===== src/rtl/key_debounce.sv =====
// key_debounce
//   Per-channel input conditioning for raw board push-buttons and switches:
//   a synchroniser chain, a stable-time debounce counter, a registered clean
//   level and one-cycle press / release strobes. Channels share no state.
//
//   Handshake: none. key_in is free-running and asynchronous. key_level is a
//   registered level. key_press / key_release are registered single-cycle
//   strobes that coincide with the first cycle key_level shows the new value.
//
//   Build option (macro KEY_ACTIVE_LOW_EN):
//     defined   - key_in is inverted ahead of the first synchroniser flop, so
//                 an idle pulled-high button reads key_level = 0.
//     undefined - key_in is used as-is (high level = pressed).
//
//   Parameter constraints: SYNC_STAGES >= 2, STABLE_CYCLES >= 2,
//   2**CNT_W > STABLE_CYCLES.
//
//   Per-channel state is visible for checkers as gen_ch[i].state
//   (CH_IDLE / CH_COUNTING), gen_ch[i].cnt_q and gen_ch[i].db_q.

module key_debounce #(
   parameter int CHANNELS      = 2,
   parameter int SYNC_STAGES   = 2,
   parameter int STABLE_CYCLES = 1000000,
   parameter int CNT_W         = 20
) (
   input  logic                clk,
   input  logic                rst_n,
   input  logic [CHANNELS-1:0] key_in,
   output logic [CHANNELS-1:0] key_level,
   output logic [CHANNELS-1:0] key_press,
   output logic [CHANNELS-1:0] key_release
);

   // Debounce phase of one channel. It is a pure decode of (s != db), so it
   // needs no register of its own; it exists so checkers and the next-state
   // logic talk about the same named phase.
   typedef enum logic {
      CH_IDLE     = 1'b0,
      CH_COUNTING = 1'b1
   } ch_state_e;

   // Counter value on which a persisting mismatch is accepted.
   localparam logic [CNT_W-1:0] CNT_LAST = CNT_W'(STABLE_CYCLES - 1);
   localparam logic [CNT_W-1:0] CNT_ONE  = CNT_W'(1);

   // Polarity-corrected raw input; the only consumer of key_in.
   logic [CHANNELS-1:0] key_raw;

`ifdef KEY_ACTIVE_LOW_EN
   // Active-low buttons: invert before synchronising so "pressed" is 1
   // everywhere downstream and the all-zero reset state means "idle".
   assign key_raw = ~key_in;
`else
   // Active-high buttons: a high level already means pressed.
   assign key_raw = key_in;
`endif

   for (genvar i = 0; i < CHANNELS; i++) begin : gen_ch

      // Synchroniser chain; bit 0 is the first flop, the top bit is s.
      logic [SYNC_STAGES-1:0] sync_q;
      logic [SYNC_STAGES-1:0] sync_d;
      logic                   s;

      // Debounce state.
      ch_state_e              state;
      logic                   at_last;
      logic [CNT_W-1:0]       cnt_q;
      logic [CNT_W-1:0]       cnt_d;
      logic                   db_q;
      logic                   db_d;
      logic                   press_q;
      logic                   press_d;
      logic                   release_q;
      logic                   release_d;

      assign s = sync_q[SYNC_STAGES-1];

      // Shift the raw level one stage deeper into the synchroniser each cycle.
      always_comb begin
         sync_d = {sync_q[SYNC_STAGES-2:0], key_raw[i]};
      end

      // Register the synchroniser chain; reset clears every stage.
      always_ff @(posedge clk or negedge rst_n) begin
         if (!rst_n) begin
            sync_q <= '0;
         end else begin
            sync_q <= sync_d;
         end
      end

      // Decode the debounce phase and the "stable period elapsed" condition.
      always_comb begin
         state   = (s == db_q) ? CH_IDLE : CH_COUNTING;
         at_last = (cnt_q == CNT_LAST);
      end

      // Next-state for counter, debounced level and strobes. Any cycle with
      // s == db sends the counter back to zero, so a glitch restarts the
      // whole stable period instead of resuming a partial count.
      always_comb begin
         cnt_d     = '0;
         db_d      = db_q;
         press_d   = 1'b0;
         release_d = 1'b0;
         case (state)
            CH_IDLE: begin
               cnt_d = '0;
            end
            CH_COUNTING: begin
               if (at_last) begin
                  // Mismatch persisted long enough: accept s and strobe the
                  // direction of the change. Counter clears, so it never
                  // saturates and the next episode starts from zero.
                  db_d      = s;
                  cnt_d     = '0;
                  press_d   = s;
                  release_d = ~s;
               end else begin
                  cnt_d = cnt_q + CNT_ONE;
               end
            end
            default: begin
               cnt_d = '0;
            end
         endcase
      end

      // Register counter, level and strobes; reset discards any partial count
      // and suppresses strobes.
      always_ff @(posedge clk or negedge rst_n) begin
         if (!rst_n) begin
            cnt_q     <= '0;
            db_q      <= 1'b0;
            press_q   <= 1'b0;
            release_q <= 1'b0;
         end else begin
            cnt_q     <= cnt_d;
            db_q      <= db_d;
            press_q   <= press_d;
            release_q <= release_d;
         end
      end

      assign key_level[i]   = db_q;
      assign key_press[i]   = press_q;
      assign key_release[i] = release_q;

   end : gen_ch

endmodule : key_debounce


===== config.mk =====
export PLATFORM = sky130hd
export DESIGN_NAME = key_debounce
export DESIGN_NICKNAME = d
export VERILOG_FILES = /design/src/rtl/key_debounce.sv
export SDC_FILE = /design/constraint.sdc
export NUM_CORES = 1
export LEC_CHECK = 0
export BUFFER_PORTS_ARGS = -buffer_cell sky130_fd_sc_hd__buf_2
export CELL_PAD_IN_SITES_DETAIL_PLACEMENT = 0
export CELL_PAD_IN_SITES_GLOBAL_PLACEMENT = 2
export CORE_MARGIN = 2
export CORE_UTILIZATION = 38
export CTS_BUF_LIST = sky130_fd_sc_hd__clkbuf_4
export CTS_CLUSTER_SIZE = 30
export DETAILED_ROUTE_END_ITERATION = 8
export GPL_TIMING_DRIVEN = 0
export HOLD_SLACK_MARGIN = 0.05
export PLACE_DENSITY = 0.74
export SYNTH_ARGS = -nofsm -noshare
export SYNTH_HDL_FRONTEND = slang
export SYNTH_SLANG_ARGS = --single-unit

===== constraint.sdc =====
create_clock -name clk -period 1.8 [get_ports clk]
set_input_delay 0.36 -clock clk [delete_from_list [all_inputs] [get_ports clk]]
set_output_delay 0.36 -clock clk [all_outputs]
set_load 0.05 [all_outputs]

---- Yosys cells after proc, flatten, opt, wreduce, memory -nomap -nowiden ----
Cells that the tools add are included.
word-level totals
  bits in registers ....................... 50
  output and inout bits ................... 6
  bits of input ports ..................... 4
  latch bits .............................. 0
  memories kept ........................... 0
  bits in writable memories ............... 0
  memory bits (read-only) ................. 0
  logic and storage cells ................. 36
cells by class
  $lt $le $gt $ge ......................... 0
  bitwise operators ....................... 4
  equal/unequal tests ..................... 4
  shift operators ......................... 0
  reduce and logical (&&, ||, !) cells .... 2
  divide/modulo/power cells ............... 0
  add/subtract/negate cells ............... 2
  $mul .................................... 0
  multiplexer cells ....................... 14
operator list
  operator                 number
  $pmux W20 S2             2
  $add A20 B1 Y20 const B  2
  $eq A20 B20 Y1 const B   2
  $mux W20                 2
  $mux W1                  10
  $not A1 Y1               4
  $reduce_and A2 Y1        2
  $eq A1 B1 Y1             2

---- Longest topological paths before layout ----
Gate-level depths: netlist of the first run.
  depth after elaboration ................. 3
  gate-level depth with buffers ........... 6
  depth with buffers taken out ............ 5

---- Least setup slack after synthesis of the first run ----
OpenSTA, ideal clock, no wires.
  kind .................................... reg-to-reg
  start point ............................. register gen_ch[0].cnt_q[0]
  end point ............................... register gen_ch[0].db_q
  cell stages (with the launch flop) ...... 6
  buffers on the path ..................... 0
  required time ........................... 1.675 ns
  arrival ................................. 1.775 ns
  setup time .............................. 0.125 ns
  clock period less this slack ............ 1.900 ns
  path slack .............................. -0.100 ns
  path through ............................ dfrtp_1 ha_1 nand3_1 or2_2 or3_4 mux2_4
between the ends
  longest elaborated chain between the ends .. 2
RTL lines
  what                         RTL line  source
  start: declaration           69        logic [CNT_W-1:0] cnt_q;
  start signal: assignment     140       cnt_q <= cnt_d;
  $eq A20 B20 Y1               97        at_last = (cnt_q == CNT_LAST);
  $reduce_and A2 Y1 (no line)  --
  end signal: assignment       136       db_q <= 1'b0;
  end signal: assignment       141       db_q <= db_d;
  end: declaration             71        logic db_q;
No other way between the ends.
A chain may end at the register's enable or synchronous reset.

---- Worst setup path after layout of the first run ----
  start point ............................. register gen_ch[0].cnt_q[7]
  end point ............................... register gen_ch[0].db_q
Same word-level chain as after synthesis.

==> impl_metrics.csv, run 1 <==
group,metric,value,unit
timing,finalCritPeriodShare,102,%
worst_setup_path,path_cells,"or4b_4 -> or3_4 -> mux2_4",
timing,finalSetupTns,-0.0347,ns
synth,async_flop_share,100,%
synth,ys_seq_area_share,52.6,%
cts,clockBufferDepth,2,
timing,hold_violations,0,
worst_setup_path,reg2regPathDepth,3,
route,drtIter0Drc,64,
floorplan,num_io_pins,10,
route,wl_per_cell,13.6,µm
cts,clock_latency,0.36,ns
min_path,holdPathEnd,"gen_ch[1].sync_q[0]$_DFF_PN0_",
global_route,grt_pass1_vias,1620,
final_layout,antenna_cells,0,
final_layout,drive_gt1_share,28.4,%
global_route,grt_max_degree,51,
synth,synth_area,2380,µm²
global_route,antenna_found_initial,0,
floorplan,core_area,5990,µm²
cts,htree_num_levels,2,
route,vias,1723,
global_route,grt_use_met3,2.98,%
cts,tritoncts,"yes",
worst_setup_path,max_stage_delay,0.56,ns
synth,yosysTopAreaCellShare,52.6,%
route,drt-total-wl,4580,µm
placed_design,port-buffer-count,9,
synth,yosysMostFrequentCell,"dfrtp_1",
global_route,grt_util_met1,21.6,%
floorplan,fp.dieW,83.1,µm
timing,skew,0.0133,ns
floorplan,die_h,83.1,µm
worst_setup_path,worst-setup-path-type,"reg2reg",
floorplan,num_rows,28,
global_route,grt_pass1_wl,7940,µm
synth,yosys.area.top_type,"dfrtp_1",
pwr,peakVddDrop,347,µV
synth,syn_inst,228,
cts,cts.sinks,50,
worst_setup_path,worst-path-max-fanout,4,
final_layout,layout-area-overhead-vs-synth,20.7,%
cts,cts_buffers,5,
synth,synth_fp_nets,234,
route,viasPerCell,5.13,
global_route,use_met2,19.8,%
final_layout,finish.instance_area,2870,µm²
final_layout,fin_nets,267,
run,cap_violations,0,
worst_setup_path,path_buf_inv,0,
worst_setup_path,r2r-start,"gen_ch[0].cnt_q[7]$_DFF_PN0_",
floorplan,start_util,39.7,%
synth,yosys-top-cells-area,"dfrtp_1, xnor2_1, nor2_1",
status,status,"complete, but fails checks",
pwr,power_density,647,nW/µm²
synth,synth.avg_cell_area,10.4,µm²
min_path,min_path_type,"in2reg",
timing,worst_pin_slew,1.12,ns
cts,clk_pin_slew_worst_paths,0.13,ns
worst_setup_path,end_kind,"register",
timing,finalWorstSetupSlack,-0.0347,ns
worst_setup_path,rr_endpoint,"gen_ch[0].db_q$_DFFE_PN0P_",
synth,ys_ff_latch,50,
placed_design,place_area,2520,µm²
status,violations,"setup timing",
timing,fin_crit,1.83,ns
worst_setup_path,cp_data_required_time,2.05,ns
worst_setup_path,r2r_slack,-0.03,ns
route,remaining_drc_errors,0,
worst_setup_path,crit_path_top_delay_cell,"or4b_4",
timing,max_freq,545,MHz
worst_setup_path,crit_arrival,2.09,ns
timing,final_max_slew_viol_count,0,
placed_design,place.gp.congestion,0.723,
synth,ys_types,42,
placed_design,dp_hpwl,2960,µm
timing,maxSlewHeadroom,25.6,%
timing,hold_slack,0.100,ns
floorplan,design.die.area,6910,µm²
pwr,p_leak,1.18,nW
global_route,grt_busiest_layer,"met1",
route,ant_nets,0,
min_path,min_from,"key_in[1]",
cts,clockRootBuffer,"clkbuf_4",
route,firstDrtPassIters,4,
worst_setup_path,startpoint_type,"register",
synth,synth_ff_type,"dfrtp_1",
timing,finalSetupViolCount,1,
synth,yosysWarnings,0,
synth,yosys-top-cells-count,"dfrtp_1, nor2_1, xnor2_1, nor4_1",
global_route,grt_overflow_total,0,
placed_design,post-place-ws,-0.281,ns
timing,rsz0062_at_grt,"yes",
synth,synth_edf_count,0,
global_route,grt_usage,14.1,%
worst_setup_path,critPathTopFamily,"simple AND/OR/NAND/NOR gates",
min_path,whs_path_depth,1,
final_layout,finish.utilization,47.9,%
==> layout make-up <==
type	instances	area [µm²]
buffer	9	71.3
clock buffer	5	37.5
clock inverter	2	33.8
fill	567	3120
inverter	8	30.0
multi-input combinational	160	1160
sequential	50	1260
tap	75	93.8
timing repair buffer	27	180
==> kinds of logic (layout without fill, tap and decap cells) <==
family / after synthesis / count (layout) / synth area share (%)
adders and majority gates: 2 / 2 / 1.05
xor gates and xnor gates: 31 / 31 / 11.4
AOI/OAI and AO/OA: 14 / 14 / 4.63
buffers and inverters: 18 / 51 / 4.00
DFF: 50 / 50 / 52.6
and+or+nand+nor: 110 / 110 / 24.8
muxes: 3 / 3 / 1.53
==> flip-flops by register name (all words and copies together) (netlist names) <==
register and flops:
gen_ch.release_q 2, gen_ch.cnt_q 40, gen_ch.press_q 2, gen_ch.sync_q 4
gen_ch.db_q 2
==> what timing repair did <==
item | in CTS | in global routing
endpoints found under the setup margin | 36 | 33
pin swaps | 5 | 10
gates resized for setup | 16 | 18
hold buffers | 0 | 0
setup buffers | 6 | 12
==> worst max path at each step <==
stage	from	endpoint	slack, ns	depth (start not counted)
5_1_grt	gen_ch[0].cnt_q[12]$_DFF_PN0_	gen_ch[0].db_q$_DFFE_PN0P_	-0.09	4
3_5_place_dp	gen_ch[0].cnt_q[0]$_DFF_PN0_	gen_ch[0].cnt_q[13]$_DFF_PN0_	-0.28	6
6_report	gen_ch[0].cnt_q[7]$_DFF_PN0_	gen_ch[0].db_q$_DFFE_PN0P_	-0.03	3
4_1_cts	gen_ch[0].cnt_q[18]$_DFF_PN0_	gen_ch[0].db_q$_DFFE_PN0P_	-0.04	4
3_3_place_gp	gen_ch[0].cnt_q[0]$_DFF_PN0_	gen_ch[0].cnt_q[8]$_DFF_PN0_	-0.29	6
2_1_floorplan	gen_ch[0].cnt_q[0]$_DFF_PN0_	gen_ch[0].db_q$_DFFE_PN0P_	0.02	5
==> cells in the final DEF (no fill, tap or decap), types with 3 or more instances in the layout <==
cell type / netlist / routed
nand4_1: 8 / 8
xor2_1: 7 / 7
nand2_1: 9 / 9
dfrtp_1: 50 / 44
and3_1: 4 / 4
nand3_1: 9 / 7
xnor2_1: 24 / 24
or4_1: 3 / 3
a21oi_1: 4 / 3
nor4_1: 12 / 8
nor3b_1: 4 / 3
nor2_1: 38 / 38
inv_1: 8 / 8
o31ai_1: 3 / 3
buf_2: 1 / 9
nor3_1: 7 / 7
buf_4: 7 / 26
clkbuf_4: 0 / 5
dfrtp_2: 0 / 6
nor4_2: 0 / 3
==> layer usage <==
metal | up-vias | share of wire, % | wire length (µm)
met5 | - | 0 | 0
met4 | 0 | 0.96 | 44
met3 | 5 | 2.3 | 107
met2 | 14 | 42 | 1930
met1 | 846 | 55 | 2500
li1 | 858 | - | -
==> per-stage QoR <==
| step | std cells | power [W] |
|---|---|---|
| finish | 336 | 0.00186 |
| global route | 336 | 0.00195 |
| CTS | 324 | 0.00189 |
| detailed placement | 312 | 0.00124 |
| global placement | 312 | 0.00124 |
| floorplan | 228 | 0.00120 |
==> where the power goes <==
group,switching (W),internal [W]
combinational,0.0000492,0.0000313
sequential,0.0000183,0.00114
clock,0.000338,0.000281
No activity file was read; power rests on OpenSTA's default activity.
==> run 2: changes to the inputs <==
Clock period 1.8 ns to 1.63 ns, I/O delays scaled along.
==> impl_metrics.csv, run 2 (synthesis results as in run 1) <==
group,metric,value,unit
status,status,"complete, but fails checks",
status,violations,"setup timing",
worst_setup_path,max_stage_delay,0.56,ns
final_layout,fin_nets,292,
global_route,grt_usage,15.5,%
final_layout,drive_gt1_share,43.9,%
cts,htree_num_levels,2,
worst_setup_path,startpoint_type,"register",
final_layout,finish.instance_area,3210,µm²
timing,rsz0062_at_grt,"yes",
timing,finalSetupTns,-2.84,ns
timing,worst_pin_slew,1.13,ns
final_layout,layout-area-overhead-vs-synth,35.1,%
placed_design,place.gp.congestion,0.721,
floorplan,design.die.area,6910,µm²
timing,hold_violations,0,
worst_setup_path,critPathTopFamily,"simple AND/OR/NAND/NOR gates",
worst_setup_path,crit_path_top_delay_cell,"or4b_4",
timing,final_max_slew_viol_count,0,
floorplan,fp.dieW,83.1,µm
global_route,grt_util_met1,22.8,%
worst_setup_path,crit_arrival,2.13,ns
timing,skew,0.0157,ns
global_route,grt_pass1_wl,8780,µm
run,cap_violations,0,
global_route,grt_pass1_vias,1760,
worst_setup_path,path_buf_inv,0,
timing,finalWorstSetupSlack,-0.216,ns
timing,max_freq,542,MHz
global_route,grt_use_met3,3.68,%
final_layout,max_flop_register,"gen_ch.cnt_q",
cts,clockBufferDepth,2,
final_layout,antenna_cells,0,
route,firstDrtPassIters,4,
cts,clockRootBuffer,"clkbuf_4",
final_layout,fin_cells,362,
final_layout,layout_common_cells,"buf_4, dfrtp_1, nor2_1",
worst_setup_path,worst-path-max-fanout,4,
route,remaining_drc_errors,0,
worst_setup_path,end_kind,"register",
route,ant_nets,0,
route,wl_per_cell,14.5,µm
placed_design,dp_hpwl,2940,µm
timing,finalSetupViolCount,24,
cts,cts_buffers,5,
pwr,peakVddDrop,295,µV
floorplan,num_io_pins,10,
timing,maxSlewHeadroom,24.7,%
global_route,antenna_found_initial,0,
worst_setup_path,path_cells,"nand3_2 -> or4b_4 -> or3_4 -> mux2_4",
global_route,use_met2,22.9,%
cts,clk_pin_slew_worst_paths,0.15,ns
final_layout,largest_register_ffs,40,
timing,finalCritPeriodShare,113,%
placed_design,dp.cells,312,
pwr,power_density,611,nW/µm²
cts,tritoncts,"yes",
route,vias,1882,
placed_design,port-buffer-count,9,
global_route,grt_busiest_layer,"met2",
route,drtIter0Drc,59,
final_layout,reg_top3,"gen_ch.cnt_q: 40 flops, gen_ch.sync_q: 4 flops",
floorplan,die_h,83.1,µm
final_layout,fillers,544,
min_path,min_path_type,"in2async",
worst_setup_path,r2r_slack,-0.22,ns
floorplan,start_util,39.7,%
route,viasPerCell,5.20,
final_layout,layout_commonest_cell,"buf_4",
route,drt-total-wl,5260,µm
cts,cts.sinks,50,
cts,clock_latency,0.37,ns
global_route,grt_max_degree,51,
pwr,p_leak,1.31,nW
floorplan,core_area,5990,µm²
worst_setup_path,cp_data_required_time,1.91,ns
worst_setup_path,reg2regPathDepth,4,
timing,fin_crit,1.85,ns
worst_setup_path,crit_cells,4,
placed_design,place_area,2540,µm²
floorplan,num_rows,28,
global_route,grt_overflow_total,0,
worst_setup_path,worst-setup-path-type,"reg2reg",
-- run 2: changes by cell type in the layout (fill, tap and decap cells not counted), moves of 6 or more --
| cell | change |
|---|---|
| buf_4 | +16 |
| nor2_1 | -12 |
| nor2_2 | +9 |
| buf_6 | +6 |
-- run 2: layout make-up --
class / count / area, µm² / area share (%)
clock inverter: 3 / 11.3 / 0.350
timing repair buffer: 52 / 392 / 12.2
clock buffer: 5 / 37.5 / 1.17
buffer: 9 / 82.6 / 2.57
multi-input combinational: 160 / 1310 / 40.6
sequential: 50 / 1260 / 39.3
inverter: 8 / 30.0 / 0.934
tap: 75 / 93.8 / 2.92
-- run 2: worst register-to-register path: stages (launching register included) --
cell and delay (ns):
dfrtp_1 0.40, nand3_2 0.12, or4b_4 0.56, or3_4 0.38
mux2_4 0.30
-- run 2: report_power, final --
part,switching [W],internal [W]
Combinational,0.0000714,0.0000576
Sequential,0.0000198,0.00126
Clock,0.000401,0.000155
Total,0.000492,0.00147
-- run 2: worst paths after layout --
check / from / to
worst max-delay path: gen_ch[0].cnt_q[17]$_DFF_PN0_ / gen_ch[0].db_q$_DFFE_PN0P_
worst min-delay path: rst_n / gen_ch[0].sync_q[1]$_DFF_PN0_
worst max register to register: gen_ch[0].cnt_q[17]$_DFF_PN0_ / gen_ch[0].db_q$_DFFE_PN0P_
worst min register to register: gen_ch[1].sync_q[0]$_DFF_PN0_ / gen_ch[1].sync_q[1]$_DFF_PN0_
max in group asynchronous: rst_n / gen_ch[1].cnt_q[16]$_DFF_PN0_
min in group clk: gen_ch[1].sync_q[0]$_DFF_PN0_ / gen_ch[1].sync_q[1]$_DFF_PN0_
-- run 2: metrics by stage --
| step | setup slack, ns | power (W) | hold WS (ns) | util (%) |
|---|---|---|---|---|
| final | -0.216 | 0.00196 | 0.130 | 53.7 |
| after global routing | -0.242 | 0.00206 | 0.234 | 53.7 |
| after CTS | -0.183 | 0.00198 | 0.192 | 49.5 |
| after detailed placement | -0.442 | 0.00137 | 0.349 | 42.4 |
| after global placement | -0.427 | 0.00137 | 0.337 | 42.4 |
| after floorplan | -0.134 | 0.00133 | 0.0304 | - |
-- run 2: what timing repair did --
item | 4_1_cts | 5_1_grt
endpoints found under the hold margin | 2 | 0
gates resized for setup | 36 | 42
setup buffers | 22 | 20
hold buffers | 2 | 0
gates cloned | 2 | 0
endpoints found under the setup margin | 46 | 46
pin swaps | 10 | 18
-- run 2: routing by layer --
metal / vias to the layer above / routed length, µm
met5: - / 0
met4: 0 / 51
met3: 5 / 113
met2: 18 / 2420
met1: 949 / 2670
li1: 910 / -
==> run 3: changes to the inputs <==
Settings changed: CORE_ASPECT_RATIO set to 0.8.
==> impl_metrics.csv, run 3 (synthesis results as in run 1) <==
group,metric,value,unit
status,status,"complete, but fails checks",
status,violations,"setup timing",
timing,rsz0062_at_grt,"yes",
timing,final_max_slew_viol_count,0,
timing,finalSetupViolCount,25,
final_layout,layout_commonest_cell,"dfrtp_1",
placed_design,port-buffer-count,9,
global_route,antenna_found_initial,0,
timing,finalCritPeriodShare,112,%
route,drt-total-wl,5330,µm
floorplan,design.die.area,6910,µm²
pwr,peakVddDrop,341,µV
global_route,grt_max_degree,51,
route,firstDrtPassIters,4,
cts,cts.sinks,50,
worst_setup_path,end_kind,"register",
min_path,min_path_type,"in2async",
floorplan,start_util,39.8,%
cts,clk_pin_slew_worst_paths,0.14,ns
final_layout,reg_top3,"gen_ch.cnt_q: 40 flops, gen_ch.sync_q: 4 flops",
global_route,grt_pass1_vias,1702,
pwr,power_density,612,nW/µm²
global_route,grt_pass1_wl,8690,µm
run,cap_violations,0,
route,wl_met2,2180,µm
final_layout,max_flop_register,"gen_ch.cnt_q",
cts,clockRootBuffer,"clkbuf_4",
final_layout,fin_nets,286,
floorplan,die_h,74.8,µm
route,wl_per_cell,14.7,µm
floorplan,num_io_pins,10,
route,top_layer_used,"met4",
route,vias,1799,
floorplan,core_area,5970,µm²
cts,clock_latency,0.35,ns
placed_design,post-place-ws,-0.458,ns
worst_setup_path,crit_path_top_delay_cell,"or3_4",
global_route,grt_overflow_total,0,
worst_setup_path,path_cells,"nor4_2 -> nand4_1 -> or3_4 -> mux2_4",
worst_setup_path,cp_data_required_time,1.88,ns
timing,fin_crit,1.83,ns
cts,tritoncts,"yes",
placed_design,dp_hpwl,3100,µm
route,drtIter0Drc,66,
final_layout,drive_gt1_share,44.1,%
route,met1Wirelength,2990,µm
cts,htree_num_levels,2,
worst_setup_path,worst-path-max-fanout,3,
floorplan,fp.dieW,92.5,µm
route,wl_met3,137,µm
timing,max_freq,547,MHz
route,viasPerCell,4.97,
route,remaining_drc_errors,0,
timing,finalSetupTns,-2.00,ns
final_layout,finish.utilization,54.2,%
cts,cts_buffers,5,
timing,worst_pin_slew,1.11,ns
timing,hold_violations,0,
pwr,p_leak,1.29,nW
worst_setup_path,max_stage_delay,0.45,ns
floorplan,num_rows,25,
final_layout,layout-area-overhead-vs-synth,36.1,%
timing,finalWorstSetupSlack,-0.199,ns
final_layout,layout_common_cells,"dfrtp_1, buf_4, xnor2_1",
worst_setup_path,startpoint_type,"register",
worst_setup_path,crit_arrival,2.08,ns
global_route,grt_usage,16.2,%
route,ant_nets,0,
timing,skew,0.00717,ns
placed_design,place.gp.congestion,0.713,
final_layout,antenna_cells,0,
worst_setup_path,worst-setup-path-type,"reg2reg",
timing,maxSlewHeadroom,25.8,%
cts,clockBufferDepth,2,
timing,hold_slack,0.169,ns
final_layout,largest_register_ffs,40,
## run 3: changes by cell type in the layout (fill, tap and decap cells not counted), sizes merged
cell    delta
buf        -7
clkbuf     +2
clkinv     -1
## run 3: per-stage QoR
step                      instances  power (W)  instance area, µm²
final                           362    0.00198                3240
after global routing            362    0.00209                3240
after CTS                       351    0.00200                2960
after detailed placement        318    0.00137                2550
after global placement          318    0.00138                2550
after floorplan                 228    0.00133                2400
## run 3: layer usage
metal | GRT usage (%) | vias up
met1 | 26.0 | 884
met2 | 21.9 | 18
met3 | 3.60 | 2
met4 | 3.48 | 0
li1 | - | 895
met5 | 0 | -
## run 3: timing repair
item | 4_1_cts | 5_1_grt
pin swaps | 17 | 22
buffers inserted | 24 | 9
gates cloned | 1 | 1
resized for setup | 35 | 52
endpoints found under the hold margin | 0 | 2
hold buffers | 0 | 2
endpoints found under the setup margin | 46 | 40
## run 3: where the power goes
part           switching [W]  internal, W
combinational      0.0000762    0.0000666
clock               0.000379     0.000180
sequential         0.0000217      0.00126
total               0.000477      0.00150
## run 3: area by class of cell
| cell class | count | area (µm²) |
|---|---|---|
| Fill cell | 546 | 2740 |
| Clock buffer | 6 | 45.0 |
| Timing Repair Buffer | 46 | 367 |
| Tap cell | 81 | 101 |
| Sequential cell | 50 | 1260 |
| Buffer | 9 | 88.8 |
| Multi-Input combinational cell | 160 | 1340 |
| Clock inverter | 2 | 8.76 |
| Inverter | 8 | 30.0 |
## run 3: critical path: cells and delay by family (launching register included)
kind          cells  cell delay, ns
mux               1            0.31
flops             1            0.43
simple gates      3            1.00
## run 3: final timing paths
path | startpoint | end | slack [ns] | depth (start not counted)
setup reg to reg | gen_ch[0].cnt_q[12]$_DFF_PN0_ | gen_ch[0].db_q$_DFFE_PN0P_ | -0.20 | 4
max in group asynchronous | rst_n | gen_ch[1].cnt_q[0]$_DFF_PN0_ | 0.71 | 1
min in group clk | gen_ch[1].sync_q[0]$_DFF_PN0_ | gen_ch[1].sync_q[1]$_DFF_PN0_ | 0.37 | 0
hold / removal | rst_n | gen_ch[0].cnt_q[2]$_DFF_PN0_ | 0.17 | 1
hold reg to reg | gen_ch[1].sync_q[0]$_DFF_PN0_ | gen_ch[1].sync_q[1]$_DFF_PN0_ | 0.37 | 0
setup / recovery | gen_ch[0].cnt_q[12]$_DFF_PN0_ | gen_ch[0].db_q$_DFFE_PN0P_ | -0.20 | 4
